==> src/rtl/control_unit.sv <==
// ProjectB control unit: Moore FSM sequencing fetch/decode/execute.
// Decodes the instruction held in IR into register-file, ALU and data-memory
// controls. All outputs are registered alongside the state register, so each
// output reflects the state it is presented with.
// Ports:
//   clk, reset       system clock; synchronous active-high reset to INIT
//   IR               current instruction (op = IR[15:12])
//   PC_clr, PC_up    program-counter clear / increment
//   IR_ld            load IR from instruction memory
//   D_addr, D_wr     data-memory address / write enable
//   RF_s             RF write-data select (1 = memory, 0 = ALU)
//   RF_W_addr/_en    RF write port
//   RF_Ra_addr/Rb    RF read addresses
//   ALU_s0           ALU select (0 pass A, 1 A+B, 2 A-B)
//   state            current state code
module control_unit #(
    parameter int unsigned RF_AW  = 4,
    parameter int unsigned D_AW   = 8,
    parameter int unsigned ALU_SW = 3
) (
    input  logic              clk,
    input  logic              reset,
    input  logic [15:0]       IR,
    output logic              PC_clr,
    output logic              PC_up,
    output logic              IR_ld,
    output logic [D_AW-1:0]   D_addr,
    output logic              D_wr,
    output logic              RF_s,
    output logic [RF_AW-1:0]  RF_W_addr,
    output logic              RF_W_en,
    output logic [RF_AW-1:0]  RF_Ra_addr,
    output logic [RF_AW-1:0]  RF_Rb_addr,
    output logic [ALU_SW-1:0] ALU_s0,
    output logic [3:0]        state
);

    typedef enum logic [3:0] {
        S_INIT   = 4'd0,
        S_FETCH  = 4'd1,
        S_DECODE = 4'd2,
        S_NOOP   = 4'd3,
        S_LOAD_A = 4'd4,
        S_LOAD_B = 4'd5,
        S_STORE  = 4'd6,
        S_ADD    = 4'd7,
        S_SUB    = 4'd8,
        S_HALT   = 4'd9
    } state_t;

    localparam logic [3:0] OP_STORE = 4'd1;
    localparam logic [3:0] OP_LOAD  = 4'd2;
    localparam logic [3:0] OP_ADD   = 4'd3;
    localparam logic [3:0] OP_SUB   = 4'd4;
    localparam logic [3:0] OP_HALT  = 4'd5;

    state_t st;
    state_t nxt;

    assign state = st;

    // Next-state selection; unused codes fall back to INIT.
    always_comb begin
        nxt = S_INIT;
        case (st)
            S_INIT:   nxt = S_FETCH;
            S_FETCH:  nxt = S_DECODE;
            S_DECODE: begin
                case (IR[15:12])
                    OP_STORE: nxt = S_STORE;
                    OP_LOAD:  nxt = S_LOAD_A;
                    OP_ADD:   nxt = S_ADD;
                    OP_SUB:   nxt = S_SUB;
                    OP_HALT:  nxt = S_HALT;
                    default:  nxt = S_NOOP;
                endcase
            end
            S_NOOP:   nxt = S_FETCH;
            S_LOAD_A: nxt = S_LOAD_B;
            S_LOAD_B: nxt = S_FETCH;
            S_STORE:  nxt = S_FETCH;
            S_ADD:    nxt = S_FETCH;
            S_SUB:    nxt = S_FETCH;
            S_HALT:   nxt = S_HALT;
            default:  nxt = S_INIT;
        endcase
    end

    // State and registered Moore outputs, decoded from the state being entered.
    always_ff @(posedge clk) begin
        PC_clr     <= 1'b0;
        PC_up      <= 1'b0;
        IR_ld      <= 1'b0;
        D_addr     <= '0;
        D_wr       <= 1'b0;
        RF_s       <= 1'b0;
        RF_W_addr  <= '0;
        RF_W_en    <= 1'b0;
        RF_Ra_addr <= '0;
        RF_Rb_addr <= '0;
        ALU_s0     <= '0;
        if (reset) begin
            st     <= S_INIT;
            PC_clr <= 1'b1;
        end else begin
            st <= nxt;
            case (nxt)
                S_INIT:   PC_clr <= 1'b1;
                S_FETCH: begin
                    IR_ld <= 1'b1;
                    PC_up <= 1'b1;
                end
                S_LOAD_A: begin
                    D_addr <= D_AW'(IR[7:0]);
                    RF_s   <= 1'b1;
                end
                S_LOAD_B: begin
                    D_addr    <= D_AW'(IR[7:0]);
                    RF_s      <= 1'b1;
                    RF_W_addr <= RF_AW'(IR[11:8]);
                    RF_W_en   <= 1'b1;
                end
                S_STORE: begin
                    D_addr     <= D_AW'(IR[7:0]);
                    RF_Ra_addr <= RF_AW'(IR[11:8]);
                    D_wr       <= 1'b1;
                end
                S_ADD, S_SUB: begin
                    RF_Ra_addr <= RF_AW'(IR[11:8]);
                    RF_Rb_addr <= RF_AW'(IR[7:4]);
                    RF_W_addr  <= RF_AW'(IR[3:0]);
                    RF_W_en    <= 1'b1;
                    ALU_s0     <= (nxt == S_ADD) ? ALU_SW'(1) : ALU_SW'(2);
                end
                default: ;
            endcase
        end
    end

endmodule

==> config.mk <==
export PLATFORM = sky130hd
export DESIGN_NAME = control_unit
export DESIGN_NICKNAME = d
export VERILOG_FILES = /design/src/rtl/control_unit.sv
export SDC_FILE = /design/constraint.sdc
export NUM_CORES = 1
export LEC_CHECK = 0
export BUFFER_PORTS_ARGS = -buffer_cell sky130_fd_sc_hd__clkbuf_2
export CORE_ASPECT_RATIO = 0.7
export CORE_UTILIZATION = 43
export CTS_BUF_LIST = sky130_fd_sc_hd__clkbuf_8
export DETAILED_ROUTE_END_ITERATION = 12
export GPL_TIMING_DRIVEN = 0
export PLACE_DENSITY = 0.88
export SYNTH_ARGS = -nofsm -noshare
export SYNTH_HDL_FRONTEND = slang
export SYNTH_SLANG_ARGS = --single-unit
export TNS_END_PERCENT = 50
==> constraint.sdc <==
create_clock -name clk -period 2 [get_ports clk]
set_clock_uncertainty 0.2 [all_clocks]
set_input_delay 0.2 -clock clk [delete_from_list [all_inputs] [get_ports clk]]
set_output_delay 0.2 -clock clk [all_outputs]
set_load 0.05 [all_outputs]
==> results of run 1 <==
==> logic make-up after synthesis <==
| group | after synthesis |
|---|---|
| DFF | 31 |
| buffers and inverters | 8 |
| and+or+nand+nor | 48 |
| other | 1 |
| xor gates and xnor gates | 1 |
| AOI/OAI and AO/OA | 20 |
==> critical path: cells and delay by family (launching register included) <==
kind,cells,cell delay [ns]
simple gates,3,0.94
compound gates,2,0.66
flops,1,0.34
==> Yosys cell counts (2+ instances only) <==
library cell	instances	area, µm²
sky130_fd_sc_hd__a21o_2	2	17.5
sky130_fd_sc_hd__a21oi_1	2	10.0
sky130_fd_sc_hd__a22o_1	4	35.0
sky130_fd_sc_hd__a31oi_1	2	12.5
sky130_fd_sc_hd__and2_1	11	68.8
sky130_fd_sc_hd__buf_4	2	15.0
sky130_fd_sc_hd__dfxtp_1	31	621
sky130_fd_sc_hd__inv_1	4	15.0
sky130_fd_sc_hd__nand2_1	2	7.51
sky130_fd_sc_hd__nand2b_1	2	12.5
sky130_fd_sc_hd__nor2_1	9	33.8
sky130_fd_sc_hd__nor2b_1	2	12.5
sky130_fd_sc_hd__nor3_1	2	10.0
sky130_fd_sc_hd__nor3b_1	6	45.0
sky130_fd_sc_hd__or4b_2	2	20.0
==> registers in the layout, summed over array words and instances, names as in the netlist <==
| name | cells |
|---|---|
| IR_ld | 1 |
| RF_s | 1 |
| RF_W_addr | 4 |
| RF_Ra_addr | 4 |
| D_addr | 8 |
| RF_W_en | 1 |
| ALU_s0 | 2 |
| state | 4 |
| RF_Rb_addr | 4 |
| D_wr | 1 |
| PC_clr | 1 |
==> stage by stage <==
stage | hold slack, ns | setup TNS, ns
after floorplan | 0.122 | -0.994
final | 0.156 | -2.80
after global routing | 0.158 | -4.50
after global placement | 0.215 | -1.82
after CTS | 0.130 | -1.68
after detailed placement | 0.222 | -2.49
==> what timing repair did <==
action                                  in CTS  in global routing
pin swaps                                    8                  6
setup buffers                                7                  1
hold buffers                                12                  0
endpoints found under the hold margin       20                  0
gates resized for setup                      3                  4
endpoints found under the setup margin      16                 24
==> final cells by class <==
type                    instances  area share [%]
inverters                       4           0.849
multi-input cells              70            30.5
flip-flops and latches         31            35.8
clock inverters                 1           0.283
well taps                      34            2.40
plain buffers                   4            1.77
repair buffers                 68            23.8
clock buffers                   6            4.67
==> power by group <==
part | switching, µW | total (µW) | internal (µW) | leakage, µW
clock network | 224 | 493 | 269 | 0.0000470
logic | 178 | 284 | 106 | 0.000522
registers | 9.88 | 643 | 633 | 0.000253
==> worst paths after layout <==
path / depth (start not counted) / endpoint / slack, ns
worst max-delay path: 5 / RF_W_addr[3] / -0.20
worst min-delay path: 3 / state[3] / 0.16
worst max register to register: 5 / RF_W_addr[3] / -0.20
worst min register to register: 3 / state[3] / 0.45
==> metal layers <==
| layer | global-route usage (%) | vias to the layer above | share of wire, % |
|---|---|---|---|
| met5 | 0 | - | 0 |
| li1 | - | 530 | - |
| met4 | 18.7 | 0 | 5.0 |
| met2 | 48.2 | 74 | 51 |
| met3 | 9.25 | 20 | 7.2 |
| met1 | 31.4 | 535 | 37 |
==> run metrics, run 1 <==
via count of the first global-routing pass 1136; adder and majority gate portion of the synthesized area 0%; number of register bits inferred by synthesis 31; worst min-delay path startpoint reset; number of buffers on the longest clock path 2; filler-free cell count of the finished design 218; wire length of the first global-routing pass 5750 µm; ys flop type sky130_fd_sc_hd__dfxtp_1; outcome finished, violations left; net count of the mapped netlist 127; FF/Latch Area 633 µm²; number of warnings reported in the yosys synthesis log 0; Layout Area Growth over Synthesis 49.9%; DR pass1 iterations 4; worst path setup slack after routing -0.199 ns; largest net degree at the start of global routing 11; I/O pin cnt 51; VDD IR-drop max 0.000459 V; violated checks negative setup slack; number of inserted filler cells in the final layout 178; Final Core Density 69.8%; number of enable-type register cells in the synthesized netlist 0; Lkg Pwr 0.000822 µW; Root Buffer sky130_fd_sc_hd__clkbuf_8; number of antenna violations at the first check in global routing 0; async set or reset register ratio after synthesis 0%; part of the cycle the worst path needs 110%; commonest non-fill, non-tap cell in the layout sky130_fd_sc_hd__clkbuf_2; count of routing violations after the opening detailed-route iteration 78; die height 45.8 µm; final WL 3830 µm; overall power after layout 1420 µW; portion of the post-synthesis area used by sequential elements 52.6%; worst hold path type in -> reg; ordered cell list for the critical path or4b_4 > o41a_1 > nand2b_4 > nor3_4 > a22o_1; fraction of the mapped netlist area in simple logic gates 27.1%; routed length per instance 17.6 µm; core box area 0.00253 mm²; pwr dens 802 mW/mm²; final RePlAce weighted congestion 0.845; Synth Cell Area 0.00118 mm²; beginning of the critical path state[0]; Crit path required time 2.02 ns; aggregate global routing overflow 0; delay of the slowest critical-path stage 0.55 ns; number of H-tree levels 2; critical register-to-register path startpoint state[0]; diode insertion count for antenna repair 0; via density per instance 5.32; layout net count 202; instance area at placement 0.00147 mm²; worst setup path category reg -> reg; xor and xnor fraction of the mapped netlist area 0.742%; hold violation total from the final report 0; share of cells above drive strength 1 48.9%; Skew-Pair Late Insertion Delay 0.28 ns; Total GRT Usage 28.4%; total instance count after detailed placement 191; number of vias in the routed layout 1159; clock-pin slew reported for the worst setup and hold paths after clock tree synthesis 0.06 ns; CP startpoint kind flip-flop; RSZ-0062 raised after global routing true; Data arrival, critical path 2.22 ns; worst-path cell with the longest stage delay sky130_fd_sc_hd__or4b_4; Setup-failing EPs final 22; port bufs 48; floorplan row count 15; type of element capturing the critical path flip-flop; max-slew violation count 0; Die Span X 64.6 µm; post-route DRC violation count 0; unique cell type count in the Yosys netlist 41; CTS sink cnt 31; Post-Syn Instances 109; Achievable Freq 455 MHz; remaining number of nets flagged by the antenna check after routing 0; # Max-Cap Violations 0; multi-input logic area 539 µm²; starting density of the core 46.6%; leading cell types in the layout, fill and taps excluded sky130_fd_sc_hd__clkbuf_2, sky130_fd_sc_hd__dfxtp_1, sky130_fd_sc_hd__dlygate4sd3_1; HPWL after DPL 2060 µm; crit path max fanout 4; portion of netlist area occupied by mux cells 0%; largest family of logic cells by synthesized area simple AND/OR/NAND/NOR gates; TritonCTS clock tree built; Mapped Avg Cell Area 10.8 µm²; fin crit period 2.20 ns; post-route cell area 0.00177 mm²; total clock buffers created by CTS 5; Synth Area in Compound Gates 15.3%; area of the die 0.00296 mm²; worst slack, placed -0.211 ns
Power figures use the tool's default switching activity.
==> inputs of run 2 (changes only) <==
--- a/config.mk
+++ b/config.mk
@@ -7,11 +7,11 @@
 export LEC_CHECK = 0
 export BUFFER_PORTS_ARGS = -buffer_cell sky130_fd_sc_hd__clkbuf_2
 export CORE_ASPECT_RATIO = 0.7
-export CORE_UTILIZATION = 43
+export CORE_UTILIZATION = 25
 export CTS_BUF_LIST = sky130_fd_sc_hd__clkbuf_8
 export DETAILED_ROUTE_END_ITERATION = 12
 export GPL_TIMING_DRIVEN = 0
-export PLACE_DENSITY = 0.88
+export PLACE_DENSITY = 0.61
 export SYNTH_ARGS = -nofsm -noshare
 export SYNTH_HDL_FRONTEND = slang
 export SYNTH_SLANG_ARGS = --single-unit
==> run 2 against run 1 <==
Effect of this change: the flow finishes with violations (design-rule violations, negative setup slack); sequential cell count did not move; cell area up 4.6%; hold slack barely moved; critical path depth did not move; critical endpoint is now D_addr[1]; largest power group unchanged.
==> run metrics, run 2 (same netlist as run 1, synthesis figures left out) <==
outcome finished, violations left; violated checks design-rule violations, negative setup slack; VDD IR-drop max 0.000323 V (-30%); Achievable Freq 470 MHz (+3.4%); Lkg Pwr 0.000839 µW (+2.0%); Total GRT Usage 13.1% (-15 points); starting density of the core 26.6% (-20 points); HPWL after DPL 2100 µm (+1.6%); total clock buffers created by CTS 5 (unchanged); Data arrival, critical path 2.14 ns (-0.08 ns); Crit path required time 2.01 ns (about the same); largest net degree at the start of global routing 11 (unchanged); remaining number of nets flagged by the antenna check after routing 0 (unchanged); number of antenna violations at the first check in global routing 0 (unchanged); port bufs 48 (unchanged); number of vias in the routed layout 1045 (-9.8%); DR pass1 iterations 8 (+4); ordered cell list for the critical path or4b_4 > o41a_1 > nand2b_4 > a21oi_4 > and2_1; number of buffers and inverters on the critical path 0 (unchanged); leading cell types in the layout, fill and taps excluded sky130_fd_sc_hd__clkbuf_2, sky130_fd_sc_hd__dfxtp_1, sky130_fd_sc_hd__dlygate4sd3_1; Layout Area Growth over Synthesis 56.8%; I/O pin cnt 51 (unchanged); share of cells above drive strength 1 50.0% (+1.1 points); worst relative slew slack 66.3%; Worst path top cell family by delay simple AND/OR/NAND/NOR gates; worst hold path type in -> reg; Die Span X 84.1 µm (+30%); TritonCTS clock tree built; hold violation total from the final report 0 (unchanged); clock-pin slew reported for the worst setup and hold paths after clock tree synthesis 0.06 ns (about the same); worst-path cell with the longest stage delay sky130_fd_sc_hd__or4b_4; CTS sink cnt 31 (unchanged); number of H-tree levels 2 (unchanged); count of routing violations after the opening detailed-route iteration 27 (-65%); part of the cycle the worst path needs 106% (-3.6 points); diode insertion count for antenna repair 0 (unchanged); type of element capturing the critical path flip-flop; layout net count 203 (+0.50%); wire length of the first global-routing pass 4790 µm (-17%); RSZ-0062 raised after global routing true; final RePlAce weighted congestion 0.754 (-11%); fin crit period 2.13 ns (-0.0717 ns); worst setup path category reg -> reg; max-slew violation count 0 (unchanged); aggregate global routing overflow 0 (unchanged); die height 59.5 µm (+30%); worst hold slack 0.157 ns (+0.000296 ns); slew at the pin with the worst max-slew slack 0.504 ns; # Max-Cap Violations 0 (unchanged); crit path max fanout 8 (+4); floorplan row count 20 (+5); routed length per instance 12.8 µm (-27%); Skew-Pair Late Insertion Delay 0.27 ns (about the same); delay of the slowest critical-path stage 0.56 ns (about the same); pwr dens 777 mW/mm² (-3.2%); max reg flops 8 (unchanged); accumulated negative setup slack -1.57 ns (+1.23 ns); number of buffers on the longest clock path 2 (unchanged); core box area 0.00443 mm² (+75%); area of the die 0.00500 mm² (+69%); commonest non-fill, non-tap cell in the layout sky130_fd_sc_hd__clkbuf_2; worst path setup slack after routing -0.128 ns (+0.0717 ns); Setup-failing EPs final 16 (-27%); post-route DRC violation count 9 (+9); via count of the first global-routing pass 965 (-15%); CP startpoint kind flip-flop; Root Buffer sky130_fd_sc_hd__clkbuf_8; via density per instance 4.34 (-18%); Top reg by flops D_addr; final WL 3080 µm (-20%)
-- run 2: final cells by class --
cell class	count	area, µm²
Multi-Input combinational cell	70	574
Clock buffer	7	96.3
Buffer	4	31.3
Timing Repair Buffer	69	428
Sequential cell	31	633
Fill cell	424	2580
Tap cell	55	68.8
Clock inverter	1	3.75
Inverter	4	15.0
-- run 2: routing by layer --
metal  track usage [%]  vias to the layer above  wire [µm]
li1                  -                      533          -
met1              17.4                      472       1570
met2              19.4                       34       1290
met3              4.46                        6        162
met4              5.91                        0         57
met5                 0                        -          0
-- run 2: worst reg2reg max path: stages (launching register included) --
cell                       delay [ns]
sky130_fd_sc_hd__dfxtp_4         0.35
sky130_fd_sc_hd__or4b_4          0.56
sky130_fd_sc_hd__o41a_1          0.42
sky130_fd_sc_hd__nand2b_4        0.18
sky130_fd_sc_hd__a21oi_4         0.20
sky130_fd_sc_hd__and2_1          0.16
-- run 2: worst paths after layout --
kind                             endpoint     start  cells after the start  slack (ns)
worst max-delay path            D_addr[1]  state[2]                      5       -0.13
worst min-delay path             state[3]     reset                      3        0.16
worst max register to register  D_addr[1]  state[2]                      5       -0.13
worst min register to register     PC_clr  state[1]                      2        0.36
-- run 2: power by group --
| part | internal, µW | switching (µW) |
|---|---|---|
| Clock | 308 | 210 |
| Combinational | 107 | 169 |
| Sequential | 633 | 11.2 |
| Total | 1050 | 390 |
-- run 2: metrics by stage --
| step | cell area, µm² | instances | setup slack, ns | power [µW] | utilization, % |
|---|---|---|---|---|---|
| 6_report | 1850 | 241 | -0.128 | 1440 | 41.8 |
| 4_1_cts | 1780 | 238 | -0.135 | 1430 | 40.1 |
| 5_1_grt | 1850 | 241 | -0.193 | 1510 | 41.8 |
| 3_5_place_dp | 1500 | 212 | -0.206 | 882 | 33.8 |
| 2_1_floorplan | 1190 | 109 | -0.0865 | 824 | - |
| 3_3_place_gp | 1500 | 212 | -0.191 | 881 | 33.8 |
-- run 2: repair_timing --
item	in CTS	in global routing
pin swaps	6	12
hold endpoints to repair	19	0
hold buffers	12	0
endpoints found under the setup margin	14	24
setup buffers	6	3
cloned	0	0
gates resized for setup	3	10
==> inputs of run 3 (changes only) <==
--- a/config.mk
+++ b/config.mk
@@ -5,13 +5,13 @@
 export SDC_FILE = /design/constraint.sdc
 export NUM_CORES = 1
 export LEC_CHECK = 0
-export BUFFER_PORTS_ARGS = -buffer_cell sky130_fd_sc_hd__clkbuf_2
 export CORE_ASPECT_RATIO = 0.7
 export CORE_UTILIZATION = 25
 export CTS_BUF_LIST = sky130_fd_sc_hd__clkbuf_8
 export DETAILED_ROUTE_END_ITERATION = 12
+export DONT_BUFFER_PORTS = 1
 export GPL_TIMING_DRIVEN = 0
-export PLACE_DENSITY = 0.61
+export PLACE_DENSITY = 0.37
 export SYNTH_ARGS = -nofsm -noshare
 export SYNTH_HDL_FRONTEND = slang
 export SYNTH_SLANG_ARGS = --single-unit
==> run 3 against run 2 <==
Effect of this change: the run still ends with design-rule violations, negative setup slack left; utilization decreased by 6.8 points; clock power is 6.9% lower; sequential cell count unchanged; maximum frequency down 5.5%; largest power group unchanged.
==> run metrics, run 3 (same netlist as run 1, synthesis figures left out) <==
Achievable Freq 444 MHz (-5.5%); slew at the pin with the worst max-slew slack 0.511 ns (+0.00762 ns); count of routing violations after the opening detailed-route iteration 65 (+140%); number of H-tree levels 2 (unchanged); hold violation total from the final report 0 (unchanged); Reg2Reg Depth 5 (unchanged); post-route DRC violation count 6 (-3); part of the cycle the worst path needs 113% (+6.2 points); pwr dens 871 mW/mm² (+12%); via count of the first global-routing pass 891 (-7.7%); number of antenna violations at the first check in global routing 0 (unchanged); routed length per instance 14.9 µm (+16%); final RePlAce weighted congestion 0.745 (-1.2%); # Max-Cap Violations 0 (unchanged); worst hold path type in -> reg; largest net degree at the start of global routing 11 (unchanged); Crit path required time 2.02 ns (about the same); commonest non-fill, non-tap cell in the layout sky130_fd_sc_hd__dfxtp_1; crit path max fanout 8 (unchanged); overall power after layout 1350 µW (-6.0%); instance area at placement 0.00126 mm² (-16%); total clock buffers created by CTS 5 (unchanged); diode insertion count for antenna repair 0 (unchanged); aggregate global routing overflow 0 (unchanged); I/O pin cnt 51 (unchanged); core box area 0.00443 mm² (unchanged); violated checks design-rule violations, negative setup slack; Data arrival, critical path 2.27 ns (+0.13 ns); number of buffers on the longest clock path 2 (unchanged); CTS sink cnt 31 (unchanged); VDD IR-drop max 0.000337 V (+4.5%); Top reg by flops D_addr; area of the die 0.00500 mm² (unchanged); post-route cell area 0.00155 mm² (-16%); via density per instance 4.61 (+6.3%); Setup-failing EPs final 22 (+6); leading cell types in the layout, fill and taps excluded sky130_fd_sc_hd__dfxtp_1, sky130_fd_sc_hd__dlygate4sd3_1, sky130_fd_sc_hd__and2_1; worst relative slew slack 65.9% (-0.45 points); RSZ-0062 raised after global routing true; Skew-Pair Late Insertion Delay 0.27 ns (about the same); CP startpoint kind flip-flop; Total GRT Usage 12.8% (-0.31 points); worst path setup slack after routing -0.251 ns (-0.123 ns); wire length of the first global-routing pass 4600 µm (-4.0%); Final Core Density 35.0% (-6.8 points); worst hold path cell count 2 (-1); worst slack, placed -0.271 ns (-0.0651 ns); Root Buffer sky130_fd_sc_hd__clkbuf_8; clock-pin slew reported for the worst setup and hold paths after clock tree synthesis 0.06 ns (about the same); remaining number of nets flagged by the antenna check after routing 0 (unchanged); type of element capturing the critical path flip-flop; floorplan row count 20 (unchanged); starting density of the core 26.6% (unchanged); final WL 2810 µm (-8.7%); worst setup path category reg -> reg; layout net count 151 (-26%); port bufs 0 (-100%); max-slew violation count 0 (unchanged); outcome finished, violations left; number of inserted filler cells in the final layout 462 (+9.0%); DR pass1 iterations 8 (unchanged); max reg flops 8 (unchanged); number of vias in the routed layout 871 (-17%); share of cells above drive strength 1 28.4% (-22 points); Die Span X 84.1 µm (unchanged); fin crit period 2.25 ns (+0.123 ns); Lkg Pwr 0.000595 µW (-29%); die height 59.5 µm (unchanged); TritonCTS clock tree built; HPWL after DPL 1980 µm (-5.4%); Layout Area Growth over Synthesis 31.5%
run 3: what timing repair did:
item / 4_1_cts / 5_1_grt
setup buffers: 3 / 1
gates resized for setup: 4 / 6
hold buffers: 13 / 0
pin swaps: 4 / 9
endpoints found under the setup margin: 23 / 24
hold endpoints to repair: 21 / 0
run 3: per-stage QoR:
| stage | hold WS, ns | setup TNS, ns | instances |
|---|---|---|---|
| 6_report | 0.0494 | -3.88 | 189 |
| 5_1_grt | 0.0502 | -6.07 | 189 |
| 4_1_cts | 0.0391 | -4.13 | 188 |
| 3_5_place_dp | 0.128 | -4.19 | 164 |
| 3_3_place_gp | 0.124 | -4.42 | 164 |
| 2_1_floorplan | 0.122 | -0.994 | 109 |
run 3: area by class of cell:
| class | instances | area [µm²] | share of cell area, % |
|---|---|---|---|
| timing repair buffer | 17 | 154 | 9.92 |
| clock buffer | 6 | 82.6 | 5.32 |
| clock inverter | 2 | 8.76 | 0.565 |
| inverter | 4 | 15.0 | 0.968 |
| sequential | 31 | 636 | 41.0 |
| tap | 55 | 68.8 | 4.44 |
| buffer | 4 | 31.3 | 2.02 |
| multi-input combinational | 70 | 556 | 35.8 |
run 3: critical path, stage by stage (launching register included):
cell                       delay (ns)
sky130_fd_sc_hd__dfxtp_4         0.41
sky130_fd_sc_hd__or4b_4          0.57
sky130_fd_sc_hd__o41a_1          0.43
sky130_fd_sc_hd__nand2b_4        0.20
sky130_fd_sc_hd__a21oi_4         0.21
sky130_fd_sc_hd__and2_1          0.16
run 3: path summary, 6_finish.rpt:
kind	startpoint	end	slack, ns
hold reg to reg	state[3]	PC_clr	0.48
setup reg to reg	state[2]	D_addr[2]	-0.25
setup / recovery	state[2]	D_addr[2]	-0.25
hold / removal	reset	state[3]	0.05
run 3: layer usage:
layer,vias up,wire [µm],GRT usage (%),part of all wire (%)
met5,-,0,0,0
met4,0,11,3.69,0.39
met3,2,193,7.66,6.9
met2,28,1210,17.7,43
met1,414,1400,16.6,50
li1,427,-,-,-
run 3: report_power, final:
part	switching, µW	internal (µW)
Combinational	95.7	74.7
Clock	210	272
Sequential	67.0	632
